`src/rtl/riscv_pkg.sv`:
```
// Shared definitions for the load/store unit: access widths, FSM states, fault causes.
package riscv_pkg;

   // funct3 access width/sign codes
   localparam logic [2:0] F3_B  = 3'b000;
   localparam logic [2:0] F3_H  = 3'b001;
   localparam logic [2:0] F3_W  = 3'b010;
   localparam logic [2:0] F3_BU = 3'b100;
   localparam logic [2:0] F3_HU = 3'b101;

   // LSU state encodings
   typedef enum logic [1:0] {
      LsuIdle = 2'd0,
      LsuReq  = 2'd1,
      LsuResp = 2'd2,
      LsuErr  = 2'd3
   } lsu_state_e;

   // Fault cause codes
   localparam logic [1:0] CAUSE_NONE     = 2'b00;
   localparam logic [1:0] CAUSE_MISALIGN = 2'b01;
   localparam logic [1:0] CAUSE_ILLEGAL  = 2'b10;
   localparam logic [1:0] CAUSE_TIMEOUT  = 2'b11;

   // Classify an access before it reaches the bus; illegal width wins over misalignment.
   function automatic logic [1:0] lsu_check(input logic       is_store,
                                            input logic [2:0] funct3,
                                            input logic [1:0] addr_lo);
      logic illegal;
      logic misalign;
      if (is_store) begin
         illegal = !(funct3 inside {F3_B, F3_H, F3_W});
      end else begin
         illegal = funct3 inside {3'b011, 3'b110, 3'b111};
      end
      case (funct3)
         F3_H, F3_HU: misalign = addr_lo[0];
         F3_W:        misalign = |addr_lo;
         default:     misalign = 1'b0;
      endcase
      if (illegal) begin
         return CAUSE_ILLEGAL;
      end else if (misalign) begin
         return CAUSE_MISALIGN;
      end
      return CAUSE_NONE;
   endfunction

endpackage

```
`src/rtl/load_data_formatter.sv`:
```
// Selects the addressed byte/half of a read word and sign- or zero-extends it.
module load_data_formatter
   import riscv_pkg::*;
(
   input  logic [31:0] rdata_i,
   input  logic [1:0]  addr_lo_i,
   input  logic [2:0]  funct3_i,
   output logic [31:0] result_o
);

   logic [7:0]  byte_sel;
   logic [15:0] half_sel;

   // Lane selection followed by extension according to the access type
   always_comb begin
      case (addr_lo_i)
         2'd0:    byte_sel = rdata_i[7:0];
         2'd1:    byte_sel = rdata_i[15:8];
         2'd2:    byte_sel = rdata_i[23:16];
         default: byte_sel = rdata_i[31:24];
      endcase
      half_sel = addr_lo_i[1] ? rdata_i[31:16] : rdata_i[15:0];
      case (funct3_i)
         F3_B:    result_o = {{24{byte_sel[7]}}, byte_sel};
         F3_BU:   result_o = {24'h0, byte_sel};
         F3_H:    result_o = {{16{half_sel[15]}}, half_sel};
         F3_HU:   result_o = {16'h0, half_sel};
         default: result_o = rdata_i;
      endcase
   end

endmodule

```
`src/rtl/load_store_unit.sv`:
```
// Data-memory access stage: drives a req/ack bus, formats load data, stalls the core
// while an access is outstanding and reports misaligned, illegal and timed-out accesses.
module load_store_unit
   import riscv_pkg::*;
#(
   parameter int unsigned TIMEOUT_CYCLES = 255,
   parameter int unsigned TO_W           = 16
) (
   input  logic        clk,
   input  logic        reset,
   input  logic        mem_read_i,
   input  logic        mem_write_i,
   input  logic [2:0]  funct3_i,
   input  logic [31:0] addr_i,
   input  logic [31:0] store_data_i,
   output logic        bus_req_o,
   output logic        bus_we_o,
   output logic [31:0] bus_addr_o,
   output logic [3:0]  bus_be_o,
   output logic [31:0] bus_wdata_o,
   input  logic        bus_ack_i,
   input  logic [31:0] bus_rdata_i,
   output logic        stall_o,
   output logic        done_o,
   output logic [31:0] load_data_o,
   output logic        fault_o,
   output logic [1:0]  fault_cause_o
);

   localparam logic [TO_W-1:0] CntLast = TO_W'(TIMEOUT_CYCLES - 1);

   lsu_state_e      state_q;
   logic [TO_W-1:0] cnt_q;
   logic [1:0]      addr_lo_q;
   logic [2:0]      funct3_q;

   logic        trigger;
   logic [1:0]  check_cause;
   logic [3:0]  be_d;
   logic [31:0] wdata_d;
   logic [31:0] fmt_data;

   assign trigger = mem_read_i | mem_write_i;

   // Stall is combinational so the core advances exactly on the done_o cycle
   assign stall_o = ((state_q == LsuIdle) && trigger) || (state_q == LsuReq);

   // Fault classification and store lane steering for the access presented in IDLE
   always_comb begin
      check_cause = lsu_check(mem_write_i, funct3_i, addr_i[1:0]);
      be_d        = 4'b1111;
      wdata_d     = 32'h0;
      if (mem_write_i) begin
         case (funct3_i)
            F3_B: begin
               be_d    = 4'b0001 << addr_i[1:0];
               wdata_d = {4{store_data_i[7:0]}};
            end
            F3_H: begin
               be_d    = addr_i[1] ? 4'b1100 : 4'b0011;
               wdata_d = {2{store_data_i[15:0]}};
            end
            default: begin
               be_d    = 4'b1111;
               wdata_d = store_data_i;
            end
         endcase
      end
   end

   load_data_formatter u_formatter (
      .rdata_i   (bus_rdata_i),
      .addr_lo_i (addr_lo_q),
      .funct3_i  (funct3_q),
      .result_o  (fmt_data)
   );

   // Access FSM with registered bus and status outputs
   always_ff @(posedge clk) begin
      if (reset) begin
         state_q       <= LsuIdle;
         cnt_q         <= '0;
         addr_lo_q     <= 2'b00;
         funct3_q      <= 3'b000;
         bus_req_o     <= 1'b0;
         bus_we_o      <= 1'b0;
         bus_addr_o    <= 32'h0;
         bus_be_o      <= 4'h0;
         bus_wdata_o   <= 32'h0;
         done_o        <= 1'b0;
         fault_o       <= 1'b0;
         fault_cause_o <= CAUSE_NONE;
         load_data_o   <= 32'h0;
      end else begin
         done_o  <= 1'b0;
         fault_o <= 1'b0;
         case (state_q)
            LsuIdle: begin
               if (trigger) begin
                  if (check_cause != CAUSE_NONE) begin
                     state_q       <= LsuErr;
                     done_o        <= 1'b1;
                     fault_o       <= 1'b1;
                     fault_cause_o <= check_cause;
                  end else begin
                     state_q     <= LsuReq;
                     cnt_q       <= '0;
                     bus_req_o   <= 1'b1;
                     bus_we_o    <= mem_write_i;
                     bus_addr_o  <= {addr_i[31:2], 2'b00};
                     bus_be_o    <= be_d;
                     bus_wdata_o <= wdata_d;
                     addr_lo_q   <= addr_i[1:0];
                     funct3_q    <= funct3_i;
                  end
               end
            end
            LsuReq: begin
               if (bus_ack_i) begin
                  state_q   <= LsuResp;
                  bus_req_o <= 1'b0;
                  done_o    <= 1'b1;
                  if (!bus_we_o) begin
                     load_data_o <= fmt_data;
                  end
               end else if (cnt_q == CntLast) begin
                  state_q       <= LsuErr;
                  bus_req_o     <= 1'b0;
                  done_o        <= 1'b1;
                  fault_o       <= 1'b1;
                  fault_cause_o <= CAUSE_TIMEOUT;
                  load_data_o   <= 32'h0;
               end else begin
                  cnt_q <= cnt_q + TO_W'(1);
               end
            end
            LsuResp: begin
               // Triggers still belong to the finishing instruction
               state_q <= LsuIdle;
            end
            default: begin
               state_q       <= LsuIdle;
               fault_cause_o <= CAUSE_NONE;
            end
         endcase
      end
   end

endmodule

```
`config.mk`:
```
export PLATFORM = sky130hd
export DESIGN_NAME = load_store_unit
export DESIGN_NICKNAME = d
export VERILOG_FILES = /design/src/rtl/riscv_pkg.sv /design/src/rtl/load_data_formatter.sv /design/src/rtl/load_store_unit.sv
export SDC_FILE = /design/constraint.sdc
export NUM_CORES = 1
export LEC_CHECK = 0
export CORE_MARGIN = 1
export CORE_UTILIZATION = 40
export CTS_BUF_LIST = sky130_fd_sc_hd__clkbuf_4 sky130_fd_sc_hd__clkbuf_8
export CTS_CLUSTER_SIZE = 28
export DETAILED_ROUTE_END_ITERATION = 12
export PLACE_DENSITY = 0.71
export SLEW_MARGIN = 25
export SYNTH_ARGS = -nofsm -noshare
export SYNTH_HDL_FRONTEND = slang
export SYNTH_SLANG_ARGS = --single-unit
```
`constraint.sdc`:
```
create_clock -name clk -period 4.42 [get_ports clk]
set_clock_uncertainty 0.05 [all_clocks]
set_input_delay 0.663 -clock clk [delete_from_list [all_inputs] [get_ports clk]]
set_output_delay 0.663 -clock clk [all_outputs]
set_load 0.1 [all_outputs]
```
==> impl_metrics.prom <==
# TYPE chip_impl_metric gauge
chip_impl_info{name="outcome",value="complete, no violations"} 1
chip_impl_metric{name="p_comb_frac",unit=""} 0.283
chip_impl_metric{name="fin_setup_tns",unit="ps"} 0
chip_impl_metric{name="cp_max_fo",unit=""} 28
chip_impl_metric{name="antenna-diode-count",unit=""} 0
chip_impl_metric{name="vdd.ir_drop.worst",unit="uV"} 225
chip_impl_metric{name="clockBufferDepth",unit=""} 2
chip_impl_metric{name="max_cap_viol_count",unit=""} 0
chip_impl_info{name="timing_worst_setup_path_type",value="in2reg"} 1
chip_impl_metric{name="worst-endpoint-arrival",unit="ps"} 3200
chip_impl_info{name="largest_family_of_logic_cells_by_synthesized_area",value="compound AO/OA/AOI/OAI gates"} 1
chip_impl_info{name="crit_path_end",value="bus_wdata_o[6]"} 1
chip_impl_metric{name="drc",unit=""} 0
chip_impl_metric{name="fp.dieH",unit="microns"} 123
chip_impl_metric{name="pin_count_of_the_biggest_net_entering_global_routing",unit=""} 107
chip_impl_metric{name="fillCellCount",unit=""} 1243
chip_impl_metric{name="antenna_found_initial",unit=""} 0
chip_impl_metric{name="place_area",unit="sq um"} 7980
chip_impl_metric{name="hold_viol",unit=""} 0
chip_impl_metric{name="timing.final.crit_share",unit=""} 0.652
chip_impl_metric{name="post_drt_via_cell_ratio",unit=""} 5.61
chip_impl_info{name="cts_tree",value="yes"} 1
chip_impl_metric{name="cts_setup_buffers",unit=""} 0
chip_impl_metric{name="cts.sinks",unit=""} 127
chip_impl_info{name="grt_setup_unrepaired",value="no"} 1
chip_impl_metric{name="layout-drive-gt1-share",unit=""} 0.0790
chip_impl_metric{name="swShare",unit=""} 0.348
chip_impl_metric{name="post_synth_and_or_nand_nor_area_fraction",unit=""} 0.182
chip_impl_metric{name="start_util",unit=""} 0.418
chip_impl_info{name="hold_path_class",value="reg2reg"} 1
chip_impl_metric{name="synth_compound_gate_area_share",unit=""} 0.250
chip_impl_metric{name="route.vias.total",unit=""} 5978
chip_impl_info{name="worstReg2RegStart",value="addr_lo_q[1]"} 1
chip_impl_metric{name="yosys_register_bits",unit=""} 127
chip_impl_metric{name="seqCellArea",unit="sq um"} 2540
chip_impl_metric{name="die_area",unit="sq um"} 15200
chip_impl_metric{name="power.density",unit="nW/um^2"} 381
chip_impl_metric{name="cts_hold_buffers",unit=""} 0
chip_impl_metric{name="synth.avg_cell_area",unit="sq um"} 8.38
chip_impl_metric{name="clock_tree.htree_level_count",unit=""} 4
chip_impl_info{name="worstSetupEndpointType",value="flop"} 1
chip_impl_metric{name="yosysSeqAreaShare",unit=""} 0.432
chip_impl_metric{name="synth-xor-area-share",unit=""} 0
chip_impl_metric{name="final_net_count",unit=""} 981
chip_impl_metric{name="drt_pass1_iterations",unit=""} 5
chip_impl_metric{name="ioPinCount",unit=""} 211
chip_impl_info{name="clk_root_buffer_cell",value="sky130_fd_sc_hd__clkbuf_8"} 1
chip_impl_metric{name="drtAntennaViolNets",unit=""} 0
chip_impl_metric{name="global_route_congestion_overflow_total",unit=""} 0
chip_impl_metric{name="synthesis.area",unit="sq um"} 5890
chip_impl_metric{name="cts_resized",unit=""} 0
chip_impl_metric{name="clock_insertion_delay_worst_skew",unit="ps"} 430
chip_impl_metric{name="power_report.internal_total",unit="mW"} 2.09
chip_impl_metric{name="area_growth",unit="%"} 42.5
chip_impl_metric{name="dp_worst_setup_slack",unit="ps"} 1110
chip_impl_info{name="yosys.area.top_type",value="sky130_fd_sc_hd__dfxtp_1"} 1
chip_impl_metric{name="achievable-frequency",unit="GHz"} 0.347
chip_impl_metric{name="clock_pin_slew_on_the_worst_setup_and_hold_paths",unit="ps"} 70
chip_impl_metric{name="p_seq_frac",unit=""} 0.390
chip_impl_metric{name="gpl.final_weighted_congestion",unit=""} 0.850
chip_impl_metric{name="first_pass_grt_wire_length",unit="mm"} 27.9
chip_impl_metric{name="power.clock.fraction",unit=""} 0.327
chip_impl_metric{name="core-area",unit="sq um"} 14100
chip_impl_metric{name="global_route.usage.total",unit=""} 0.239
chip_impl_metric{name="port_buffers",unit=""} 208
chip_impl_metric{name="floorplan.die.width",unit="microns"} 123
chip_impl_metric{name="p_sw",unit="mW"} 1.11
chip_impl_metric{name="timing.critical_path.required",unit="ps"} 4740
chip_impl_metric{name="worstRegToRegCells",unit=""} 4
chip_impl_metric{name="grt_pass1_vias",unit=""} 5611
chip_impl_metric{name="wl_per_cell",unit="microns"} 17.4
chip_impl_info{name="synth_area_leaders",value="sky130_fd_sc_hd__dfxtp_1 (43%), sky130_fd_sc_hd__a21oi_1 (8.2%), sky130_fd_sc_hd__nand2_1 (6.1%)"} 1
chip_impl_metric{name="finalMaxSlewViolations",unit=""} 0
chip_impl_metric{name="num_rows",unit=""} 43
chip_impl_metric{name="setup.reg_to_reg.worst_slack",unit="ps"} 1890
chip_impl_metric{name="synth.top_cell.area_share",unit=""} 0.432
chip_impl_metric{name="multi_input_gate_area_in_the_final_layout",unit="sq um"} 2910
chip_impl_metric{name="timing.hold.worst_path_depth",unit=""} 2
chip_impl_metric{name="yosys.cell_types.count",unit=""} 55
chip_impl_metric{name="synth-async-reset-ratio",unit=""} 0
chip_impl_info{name="ys.flop_type",value="sky130_fd_sc_hd__dfxtp_1"} 1
chip_impl_metric{name="drt-total-wl",unit="mm"} 18.5
chip_impl_metric{name="finish.cell_count_without_fillers",unit=""} 1066
chip_impl_metric{name="total_power",unit="mW"} 3.20
chip_impl_metric{name="synth.area.mux_share",unit=""} 0.0533
chip_impl_metric{name="dp_cells",unit=""} 1036
chip_impl_metric{name="number_of_enable_type_register_cells_in_the_synthesized_netlist",unit=""} 0
chip_impl_metric{name="synth_warnings",unit=""} 0
chip_impl_info{name="worst_r2r_endpoint",value="load_data_o[28]"} 1
chip_impl_metric{name="netlist_instances",unit=""} 703
chip_impl_metric{name="drt_iter0_drc",unit=""} 388
chip_impl_metric{name="post_synth_fa_ha_maj_area_fraction",unit=""} 0.00425
chip_impl_info{name="crit_path_start",value="funct3_i[2]"} 1
chip_impl_metric{name="finish.instance_area",unit="sq um"} 8390
chip_impl_metric{name="power.leakage",unit="nW"} 2.92
chip_impl_info{name="start_kind",value="primary input"} 1
chip_impl_metric{name="dp.final_hpwl",unit="mm"} 13.1
chip_impl_metric{name="slew-limit-headroom",unit=""} 0.270
chip_impl_metric{name="worst-slew-pin-transition",unit="ps"} 1090
chip_impl_metric{name="finalWorstPathRequiredPeriod",unit="ps"} 2880
chip_impl_metric{name="cts_buffers",unit=""} 17
chip_impl_metric{name="setup_viol_count_final",unit=""} 0
chip_impl_metric{name="postLayoutSetupSlackWorst",unit="ps"} 1540
-- per-stage QoR --
| stage | util | hold WS [ps] |
|---|---|---|
| detailed placement | 0.566 | 399 |
| finish | 0.595 | 404 |
| floorplan | - | 400 |
| global placement | 0.566 | 392 |
| global route | 0.595 | 431 |
| CTS | 0.595 | 407 |
-- power by group through the flow --
| stage | Clock, mW | Combinational (mW) | Sequential (mW) |
|---|---|---|---|
| final | 1.05 | 0.905 | 1.25 |
| after global placement | 0 | 0.892 | 1.27 |
| after detailed placement | 0 | 0.902 | 1.27 |
| after CTS | 1.07 | 0.906 | 1.25 |
| after global routing | 1.12 | 0.947 | 1.25 |
| after floorplan | 0 | 0.260 | 1.64 |
-- state kept, by name (all words and copies together), names as in the netlist --
name / cells
fault_o: 1
done_o: 1
bus_be_o: 4
bus_wdata_o: 32
fault_cause_o: 2
funct3_q: 3
bus_req_o: 1
bus_we_o: 1
bus_addr_o: 30
cnt_q: 16
state_q: 2
addr_lo_q: 2
load_data_o: 32
-- routing by layer --
metal | routed length (microns) | share of wire | track usage
met1 | 7400 | 0.40 | 0.279
met3 | 1710 | 0.093 | 0.0839
met5 | 0 | 0 | 0
met2 | 8980 | 0.49 | 0.397
met4 | 413 | 0.022 | 0.0971
-- cells in the mapped netlist (3+ instances only) --
| library cell | instances |
|---|---|
| sky130_fd_sc_hd__dfxtp_1 | 127 |
| sky130_fd_sc_hd__a21oi_1 | 96 |
| sky130_fd_sc_hd__nand2_1 | 95 |
| sky130_fd_sc_hd__inv_1 | 45 |
| sky130_fd_sc_hd__clkbuf_1 | 37 |
| sky130_fd_sc_hd__nor2_1 | 34 |
| sky130_fd_sc_hd__o32ai_1 | 32 |
| sky130_fd_sc_hd__o21ai_0 | 25 |
| sky130_fd_sc_hd__a22oi_1 | 24 |
| sky130_fd_sc_hd__buf_2 | 19 |
| sky130_fd_sc_hd__mux2_2 | 17 |
| sky130_fd_sc_hd__nand3_1 | 13 |
| sky130_fd_sc_hd__o31ai_1 | 11 |
| sky130_fd_sc_hd__and3b_1 | 10 |
| sky130_fd_sc_hd__mux2i_1 | 10 |
| sky130_fd_sc_hd__or4_1 | 10 |
| sky130_fd_sc_hd__o211ai_1 | 9 |
| sky130_fd_sc_hd__a211o_1 | 8 |
| sky130_fd_sc_hd__or3_1 | 8 |
| sky130_fd_sc_hd__a221oi_1 | 7 |
| sky130_fd_sc_hd__nand3b_1 | 7 |
| sky130_fd_sc_hd__nand4_1 | 6 |
| sky130_fd_sc_hd__buf_4 | 5 |
| sky130_fd_sc_hd__nand2b_1 | 4 |
| sky130_fd_sc_hd__nor2b_1 | 4 |
| sky130_fd_sc_hd__nor3_1 | 4 |
| sky130_fd_sc_hd__and2_1 | 3 |
| sky130_fd_sc_hd__and4_1 | 3 |
-- cell usage in the layout (no fill, tap or decap), types with 4 or more instances in the layout --
cell and count:
sky130_fd_sc_hd__clkdlybuf4s50_1 206, sky130_fd_sc_hd__dfxtp_1 127, sky130_fd_sc_hd__a21oi_1 96, sky130_fd_sc_hd__nand2_1 95, sky130_fd_sc_hd__inv_1 45, sky130_fd_sc_hd__nor2_1 33, sky130_fd_sc_hd__o32ai_1 32, sky130_fd_sc_hd__o21ai_0 25
sky130_fd_sc_hd__a22oi_1 24, sky130_fd_sc_hd__clkbuf_8 19, sky130_fd_sc_hd__mux2_2 17, sky130_fd_sc_hd__nand3_1 13, sky130_fd_sc_hd__o31ai_1 11, sky130_fd_sc_hd__and3b_1 10, sky130_fd_sc_hd__mux2i_1 10, sky130_fd_sc_hd__or4_1 10
sky130_fd_sc_hd__o211ai_1 9, sky130_fd_sc_hd__buf_4 9, sky130_fd_sc_hd__or3_1 8, sky130_fd_sc_hd__a211o_1 8, sky130_fd_sc_hd__nand3b_1 7, sky130_fd_sc_hd__a221oi_1 7, sky130_fd_sc_hd__nand4_1 6, sky130_fd_sc_hd__clkbuf_4 5
sky130_fd_sc_hd__nor3_1 4, sky130_fd_sc_hd__nor2b_1 4, sky130_fd_sc_hd__nand2b_1 4
-- cell type report --
cell class	count	share of cell area
clock inverter	6	0.0130
clock buffer	24	0.0356
multi-input combinational	468	0.346
sequential	127	0.303
tap	180	0.0268
timing repair buffer	216	0.255
inverter	45	0.0201
-- worst max-delay path, cell delays in order --
cell and delay (ps):
sky130_fd_sc_hd__clkdlybuf4s50_1 560, sky130_fd_sc_hd__nor4_2 670, sky130_fd_sc_hd__o211a_1 800, sky130_fd_sc_hd__buf_4 290, sky130_fd_sc_hd__a22oi_1 80, sky130_fd_sc_hd__nor2_1 130
-- worst min-delay path by stage --
stage                                end            from  slack [ps]
after floorplan              funct3_q[2]     funct3_q[2]         400
after global placement    bus_addr_o[30]  bus_addr_o[30]         390
after detailed placement   bus_addr_o[5]   bus_addr_o[5]         400
after CTS                  bus_addr_o[4]   bus_addr_o[4]         410
after global routing       bus_addr_o[5]   bus_addr_o[5]         430
final                      bus_addr_o[4]   bus_addr_o[4]         400
-- kinds of logic (layout without fill, tap and decap cells) --
logic type | count (synthesis) | in the layout
fa+ha+maj | 2 | 2
mux | 28 | 28
simple gates | 212 | 212
other cells | 1 | 2
flops | 127 | 127
compound gates | 224 | 224
buf+inv | 109 | 291
Power figures use the tool's default switching activity.
